[config.mk]
export PLATFORM = sky130hd
export DESIGN_NAME = priority_encoder_pipe
export DESIGN_NICKNAME = d
export VERILOG_FILES = /design/src/rtl/priority_encoder_pipe.sv
export SDC_FILE = /design/constraint.sdc
export NUM_CORES = 1
export LEC_CHECK = 0
export BUFFER_PORTS_ARGS = -buffer_cell sky130_fd_sc_hd__buf_2
export CAP_MARGIN = 40
export CORE_MARGIN = 5
export CORE_UTILIZATION = 55
export DETAILED_ROUTE_END_ITERATION = 6
export GPL_ROUTABILITY_DRIVEN = 1
export GPL_TIMING_DRIVEN = 0
export MAX_ROUTING_LAYER = met4
export PLACE_DENSITY = 0.82
export SLEW_MARGIN = 20
export SYNTH_ARGS = -nofsm -noshare
export SYNTH_HDL_FRONTEND = slang
export SYNTH_SLANG_ARGS = --single-unit
[constraint.sdc]
create_clock -name clk -period 2 [get_ports clk]
set_input_delay 0.2 -clock clk [delete_from_list [all_inputs] [get_ports clk]]
set_output_delay 0.2 -clock clk [all_outputs]
set_load 0.03 [all_outputs]
[src/rtl/priority_encoder_pipe.sv]
// Pipelined priority encoder tree with valid/ready handshake.
// One register stage per tree level; the final stage drives enc_* directly.
`timescale 1ns/1ps

module priority_encoder_pipe #(
    parameter int unsigned WIDTH = 16,
    parameter int unsigned SPLIT = 4
) (
    input  logic                     clk,
    input  logic                     rst_n,
    input  logic                     dec_vld,
    output logic                     dec_rdy,
    input  logic [WIDTH-1:0]         dec_dat,
    input  logic                     dec_msb,
    output logic                     enc_vld,
    input  logic                     enc_rdy,
    output logic [$clog2(WIDTH)-1:0] enc_idx,
    output logic                     enc_any
);

    // Smallest L with s**L >= w.
    function automatic int unsigned calc_levels(input int unsigned w, input int unsigned s);
        int unsigned     lvl;
        longint unsigned span;
        lvl  = 1;
        span = 64'(s);
        while (span < 64'(w)) begin
            span = span * 64'(s);
            lvl++;
        end
        return lvl;
    endfunction

    localparam int unsigned WIDTH_LOG = $clog2(WIDTH);
    localparam int unsigned SPLIT_LOG = $clog2(SPLIT);
    localparam int unsigned LEVELS    = calc_levels(WIDTH, SPLIT);
    localparam int unsigned PAD_LOG   = SPLIT_LOG * LEVELS;
    localparam int unsigned PAD       = 1 << PAD_LOG;

    logic [LEVELS:0]   rdy;
    logic [LEVELS-1:0] vld_q;
    logic [LEVELS-1:0] up_vld;

    // Ready ripples backwards from the consumer through empty stages.
    always_comb begin
        rdy         = '0;
        rdy[LEVELS] = enc_rdy;
        for (int s = int'(LEVELS) - 1; s >= 0; s--) begin
            rdy[s] = !vld_q[s] || rdy[s+1];
        end
    end

    always_comb begin
        up_vld = LEVELS'({vld_q, dec_vld});
    end

    always_ff @(posedge clk or negedge rst_n) begin
        if (!rst_n) begin
            vld_q <= '0;
        end else begin
            for (int s = 0; s < int'(LEVELS); s++) begin
                if (rdy[s]) begin
                    vld_q[s] <= up_vld[s];
                end
            end
        end
    end

    for (genvar s = 0; s < LEVELS; s++) begin : g_stg
        localparam int unsigned NODES = 1 << (SPLIT_LOG * (LEVELS - 1 - s));
        localparam int unsigned IW    = SPLIT_LOG * (s + 1);

        logic                     load;
        logic                     msb_in;
        logic [NODES-1:0]         any_d;
        logic [NODES-1:0]         any_q;
        logic [NODES-1:0][IW-1:0] idx_d;
        logic [NODES-1:0][IW-1:0] idx_q;

        assign load = up_vld[s] && rdy[s];

        if (s == 0) begin : g_leaf
            logic [PAD-1:0] pad;

            assign msb_in = dec_msb;
            assign pad    = PAD'(dec_dat);

            // Per group: scan in reverse priority order so the winner is written last.
            always_comb begin
                int b;
                b     = 0;
                any_d = '0;
                idx_d = '0;
                for (int n = 0; n < int'(NODES); n++) begin
                    any_d[n] = |pad[n*int'(SPLIT) +: int'(SPLIT)];
                    for (int j = 0; j < int'(SPLIT); j++) begin
                        b = msb_in ? j : int'(SPLIT) - 1 - j;
                        if (pad[n*int'(SPLIT) + b]) begin
                            idx_d[n] = IW'(b);
                        end
                    end
                end
            end
        end else begin : g_node
            logic [NODES*SPLIT-1:0]                   c_any;
            logic [NODES*SPLIT-1:0][IW-SPLIT_LOG-1:0] c_idx;

            assign msb_in = g_stg[s-1].g_msb.msb_q;
            assign c_any  = g_stg[s-1].any_q;
            assign c_idx  = g_stg[s-1].idx_q;

            // Pick the winning child and prepend its number to the child index.
            always_comb begin
                int c;
                c     = 0;
                any_d = '0;
                idx_d = '0;
                for (int n = 0; n < int'(NODES); n++) begin
                    any_d[n] = |c_any[n*int'(SPLIT) +: int'(SPLIT)];
                    for (int j = 0; j < int'(SPLIT); j++) begin
                        c = msb_in ? j : int'(SPLIT) - 1 - j;
                        if (c_any[n*int'(SPLIT) + c]) begin
                            idx_d[n] = {SPLIT_LOG'(c), c_idx[n*int'(SPLIT) + c]};
                        end
                    end
                end
            end
        end

        // Mode bit only needs to travel as far as the last combining level.
        if (s < LEVELS - 1) begin : g_msb
            logic msb_q;
            always_ff @(posedge clk or negedge rst_n) begin
                if (!rst_n) begin
                    msb_q <= 1'b0;
                end else if (load) begin
                    msb_q <= msb_in;
                end
            end
        end

        always_ff @(posedge clk or negedge rst_n) begin
            if (!rst_n) begin
                any_q <= '0;
                idx_q <= '0;
            end else if (load) begin
                any_q <= any_d;
                idx_q <= idx_d;
            end
        end
    end

    assign dec_rdy = rdy[0];
    assign enc_vld = vld_q[LEVELS-1];
    assign enc_any = g_stg[LEVELS-1].any_q[0];
    assign enc_idx = g_stg[LEVELS-1].idx_q[0][WIDTH_LOG-1:0];

endmodule
==> metrics, run 1 <==
Worst-Margin Slew 0.4316 ns; Mapped Area about 0.0011 mm²; min Tclk post-route around 1.3 ns; Initial DRC Count 16; Synth async-reset ratio 100.0%; CP Class reg -> reg; critical path peak fanout 8; total core area 0.001783 mm²; EDFF count, synth 0; P_leak slightly below 0.6 nW; Initial Utilization between 50% and 60%; CTS Buf Count 3; Req. time, crit path around 2.2 ns; critical path launch point type flip-flop; Max Fclk 766.1 MHz; CTS tree done; yosys warns 0; share of layout cells above drive strength 1 between 20% and 30%; Final ANT Viol Nets 0; hold depth 2; CP cell instances nor2b_1 -> a311oi_1 -> o221ai_1 -> a31oi_1; Seq cells post-synth 20; r2r worst-path depth 4; Synth Area in Simple Gates ~19%; largest family of logic cells by synthesized area compound AO/OA/AOI/OAI gates; Crit path largest cell delay 0.49 ns; Cell Rows 15; worst min path class in -> reg; die area between 0.002 and 0.003 mm²; Layout Skew roughly 0.0068 ns; drt first pass iters 4; DRT Wirelength 2310 µm; H-tree depth 1; Worst-path clk slew roughly 0.11 ns; die width between 50 and 60 µm; Setup Viol. Count Final 0; vias in the first global route approximately 980; clk buf depth 2; slowest CP cell dfrtp_1; multiplexer share of the synthesized area under 10%; pins over their slew limit 0; Slew headroom around 71%; Clock Latency Late Sink ~0.30 ns; Power per Cell Area roughly 840 mW/mm²; detailed-route via count slightly above 1,000; die height between 50 and 60 µm; largest delay contributor family on the critical path compound AO/OA/AOI/OAI gates; Setup crit end kind flip-flop; Worst VDD drop 0.4676 mV; pin count of the biggest net entering global routing 21; outcome complete, no violations; synthesized net count 147; Synth Area in Compound Gates between 20% and 30%; # diodes 0; total track usage around a fifth; Vias/cell around 5.6; synthesized instance count about 130; Critical Path Stages 4; synth-to-layout area growth 20.12%; worst path buffer plus inverter count 0; gpl congestion just under 0.9; prevailing post-synth register cell dfrtp_1; unrepaired setup endpoints after global routing no; Final #Nets 180; CP Data Arrival Time between 1.5 and 2 ns; final period utilization around two thirds; initial antenna violation count 0; total grt overflow 0; Synth Area in Adders 0%; fin util between 70 and 80%; # DRC 0; post-DP HPWL 1767 µm; Syn Area/Cell ~8.4 µm²; IO Pins 28; post-synthesis sequential area ratio between 40 and 50%; setup bufs post-CTS 0; Max Cap Viol 0; first-pass GRT wire length roughly 3900 µm; WL/cell 12.62 µm; Synth Area in XOR/XNOR 0%; setup_tns 0 ns; endpoints failing hold 0; input/output buffers 27; CTS root buf clkbuf_4; library cells used by synthesis 29; CTS sink count 20
-- what timing repair did --
| action | 4_1_cts | 5_1_grt |
|---|---|---|
| endpoints found under the hold margin | 20 | 0 |
| setup endpoints to repair | 0 | 0 |
| hold buffers | 1 | 0 |
| gates resized for setup | 0 | 0 |
-- state kept, by name, indices dropped and copies added, names as in the netlist --
signal and count:
g_stg.any_q 4, enc_idx 4, g_stg.idx_q 8, vld_q 2, enc_any 1, g_stg.g_msb.msb_q 1
-- layout by cell type, fill, tap and decap left out, drive strengths merged, types with 2 or more instances in the layout --
cell     n
o22ai   10
clkbuf   6
a21oi   12
nor2     9
inv      7
nand2b   4
a31oi    3
nor2b    2
nor4     4
nand2   18
o21ai   16
dfrtp   20
buf     32
-- worst paths after layout --
check / from / endpoint / slack, ns
hold / removal: dec_vld / vld_q[0] / 0.12
hold reg to reg: enc_idx[0] / enc_idx[0] / 0.48
min in group asynchronous: rst_n / enc_idx[3] / 0.35
setup reg to reg: g_stg[0].any_q[1] / enc_idx[1] / 0.69
setup / recovery: g_stg[0].any_q[1] / enc_idx[1] / 0.69
max in group asynchronous: rst_n / g_stg[0].any_q[3] / 1.34
-- cells in the mapped netlist, types with 2 or more instances --
cell | instances | area share [%]
dfrtp_1 | 20 | 47
nor4_1 | 4 | 2.4
nand2b_1 | 4 | 2.4
o22ai_1 | 10 | 5.9
o21ai_0 | 16 | 7.6
nor2_1 | 9 | 3.2
nand2_1 | 18 | 6.4
a21oi_1 | 12 | 5.7
a31oi_1 | 3 | 1.8
nor2b_1 | 2 | 1.2
inv_1 | 6 | 2.1
buf_2 | 5 | 2.4
-- kinds of logic after synthesis --
family | count (synthesis)
compound gates | 49
mux | 1
simple gates | 42
flops | 20
buf+inv | 14
-- through the flow --
stage	power, W	worst slack (ns)	cells	hold WS (ns)	instance area [µm²]
after floorplan	0.0007377	0.4061	126	-0.09559	1057
after global placement	0.0008329	0.7539	178	0.1580	1224
after detailed placement	0.0008461	0.7455	178	0.1681	1224
after CTS	0.001077	0.7216	183	0.1085	1270
after global routing	0.001134	0.6337	183	0.1143	1270
final	0.001067	0.6947	183	0.1176	1270
-- routing by layer --
| layer | global-route usage (%) | share of wire (%) | vias up |
|---|---|---|---|
| met5 | - | 0 | - |
| met4 | 8.511 | 0.82 | 0 |
| met3 | 1.662 | 6.0 | 2 |
| met2 | 31.45 | 50 | 31 |
| met1 | 22.82 | 44 | 463 |
| li1 | - | - | 522 |
-- report_power, final --
part           total [W]  internal (W)  switching (W)
sequential      0.000512      0.000469      0.0000431
clock           0.000229      0.000111       0.000118
combinational   0.000326      0.000124       0.000202
total            0.00107      0.000704       0.000363
-- cell type report --
| type | count | area (µm²) |
|---|---|---|
| plain buffers | 7 | 33.78 |
| clock buffers | 4 | 36.28 |
| fillers | 151 | 513.0 |
| inverters | 7 | 26.28 |
| multi-input cells | 92 | 496.7 |
| flip-flops and latches | 20 | 500.5 |
| well taps | 25 | 31.28 |
| repair buffers | 28 | 145.1 |
Power figures use the tool's default switching activity.
==> run 2: changes to the inputs <==
- CORE_UTILIZATION: 55 -> 46
- PLACE_DENSITY: 0.82 -> 0.73
- clock period: 2 -> 1.1 ns (I/O delays scaled with it)
==> run 2 against run 1 <==
  * The flow now finishes with violations (setup timing)
  * Setup slack worse by 0.85 ns
  * Count of clock-buffer cells in the layout stayed put
  * Largest cell class is now multi-input gates
  * Clock skew barely moved
  * Via count increased by 8.2%
  * Worst hold slack got worse by 0.077 ns
  * Sequential power increased by 87%
  * Highest routed layer unchanged
  * Cell count up 7.7%
  * Critical endpoint unchanged
  * Critical path depth unchanged
  * Combinational power rose to 2.5 times the previous value
  * Register-to-register slack got worse by 0.85 ns
  * Fmax increased by 4.1%
==> metrics, run 2 (synthesized netlist as in run 1, its figures left out) <==
Worst-Margin Slew 0.4515 ns (was 0.4316 ns); Setup Viol. Count Final 17 (was 0); r2r setup slk -0.15 ns (was 0.69 ns); CTS tree done (unchanged); pins over their slew limit 0 (unchanged); max reg flops 8 (unchanged); total track usage 17.73% (was 18.79%); Worst Setup EP enc_idx[1] (unchanged); CP Data Arrival Time 1.48 ns (was 1.53 ns); slowest CP cell dfrtp_2 (was dfrtp_1); Post-Place Worst Slack -0.1633 ns (was 0.7455 ns); die width 57.94 µm (was 53.85 µm); worst min path class in -> reg (unchanged); total grt overflow 0 (unchanged); Crit path largest cell delay 0.48 ns (was 0.49 ns); Final ANT Viol Nets 0 (unchanged); Critical R2R Capture enc_idx[1] (unchanged); synth-to-layout area growth 43.08% (was 20.12%); fin worst setup slack -0.1537 ns (was 0.6947 ns); Clock Latency Late Sink 0.30 ns (about the same); Layout Skew 0.006400 ns (was 0.006758 ns); most common cell after layout, fill and taps aside buf_2 (unchanged); r2r startpoint g_stg[0].any_q[1] (unchanged); # diodes 0 (unchanged); Largest Register g_stg.idx_q (unchanged); largest delay contributor family on the critical path compound AO/OA/AOI/OAI gates (unchanged); IO Pins 28 (unchanged); Max Fclk 797.7 MHz (was 766.1 MHz); CP Class reg -> reg (unchanged); failing checks setup timing; Design Area, Final 0.001513 mm² (was 0.001270 mm²); # DRC 0 (unchanged); pin count of the biggest net entering global routing 21 (unchanged); post-DP HPWL 1871 µm (was 1767 µm); endpoints failing hold 0 (unchanged); P_leak 0.6953 nW (was 0.5903 nW); r2r worst-path depth 4 (unchanged); gpl congestion 0.8842 (was 0.8684); drt first pass iters 6 (was 4); Power per Cell Area 1459 mW/mm² (was 840.1 mW/mm²); WL/cell 14.42 µm (was 12.62 µm); setup_tns -0.8194 ns (was 0 ns); Cell Rows 17 (was 15); Final #Nets 191 (was 180); worst path buffer plus inverter count 0 (unchanged); input/output buffers 27 (unchanged); Req. time, crit path 1.32 ns (was 2.22 ns); min Tclk post-route 1.254 ns (was 1.305 ns); Initial DRC Count 19 (was 16); most frequent cells in the layout buf_2, dfrtp_1, o22ai_1 (was buf_2, dfrtp_1, nand2_1, o21ai_0, a21oi_1); Vias/cell 5.589 (was 5.563); Filler Cells Inserted 188 (was 151); die height 57.94 µm (was 53.85 µm); Max Cap Viol 0 (unchanged); clk buf depth 2 (unchanged); Initial Utilization 47.79% (was 59.30%); vias in the first global route 1,057 (was 978); Setup crit end kind flip-flop (unchanged); CTS root buf clkbuf_4 (unchanged); outcome finished, violations left (was complete, no violations); total core area 0.002212 mm² (was 0.001783 mm²); Worst-path clk slew 0.12 ns (was 0.11 ns); Critical Path Start g_stg[0].any_q[1] (unchanged); Slew headroom 69.90% (was 71.23%); H-tree depth 1 (unchanged); DRT Wirelength 2840 µm (was 2310 µm); initial antenna violation count 0 (unchanged); CTS Buf Count 3 (unchanged); Worst VDD drop 0.8791 mV (was 0.4676 mV); unrepaired setup endpoints after global routing yes (was no); critical path launch point type flip-flop (unchanged); Post-DP Area 0.001244 mm² (was 0.001224 mm²); critical path peak fanout 7 (was 8); share of layout cells above drive strength 1 43.79% (was 24.68%); first-pass GRT wire length 4505 µm (was 3939 µm); CP cell instances nor2b_4 -> a311oi_1 -> o221ai_1 -> a31oi_1 (was nor2b_1 -> a311oi_1 -> o221ai_1 -> a31oi_1); detailed-route via count 1,101 (was 1,018); CTS sink count 20 (unchanged); Critical Path Stages 4 (unchanged); final period utilization 114.0% (was 65.26%); die area 0.003357 mm² (was 0.002899 mm²)
## run 2: cell count changes in the layout (fill, tap and decap cells not counted), sizes merged
cell / previous run / this run
buf: 32 / 44
clkbuf: 6 / 5
## run 2: how the worst min path moves through the flow
stage / start / cells past startpoint / to
floorplan: rst_n / 0 / enc_any
global placement: rst_n / 1 / enc_idx[1]
detailed placement: rst_n / 1 / enc_idx[1]
CTS: dec_vld / 2 / vld_q[0]
global route: dec_vld / 2 / vld_q[0]
finish: dec_vld / 2 / vld_q[0]
## run 2: repair_timing
item,CTS,global route
cloned,2,0
gates resized for setup,39,14
setup endpoints to repair,17,18
hold endpoints to repair,20,0
hold buffers,1,0
pin swaps,12,3
buffers inserted,6,4
## run 2: worst reg2reg max path, stage by stage, from the launching register on
cell and delay [ns]:
dfrtp_2 0.48, nor2b_4 0.15, a311oi_1 0.20, o221ai_1 0.15
a31oi_1 0.20
## run 2: layout make-up
| type | count | area, µm² | share of cell area [%] |
|---|---|---|---|
| clock buffer | 4 | 36.28 | 2.399 |
| tap | 28 | 35.03 | 2.316 |
| multi-input combinational | 92 | 589.3 | 38.96 |
| inverter | 7 | 26.28 | 1.737 |
| sequential | 20 | 504.2 | 33.33 |
| buffer | 6 | 60.06 | 3.970 |
| timing repair buffer | 40 | 261.5 | 17.29 |
## run 2: metrics by stage
step	hold slack (ns)	instances	total power, W	utilization [%]
detailed placement	0.08242	181	0.001560	56.22
global route	0.05531	197	0.002344	68.38
floorplan	-0.1856	126	0.001355	-
CTS	0.03446	193	0.002121	64.48
finish	0.04029	197	0.002207	68.38
global placement	0.07049	181	0.001535	56.22
## run 2: per-layer routing
metal	GRT usage (%)	wire length [µm]
met4	6.954	51
met2	31.13	1453
met5	-	0
met1	19.94	1184
met3	2.895	151
## run 2: where the power goes
part	internal, W	switching, W	leakage, nW
registers	0.000855	0.000104	0.231
logic	0.000371	0.000448	0.443
clock network	0.000202	0.000227	0.0210
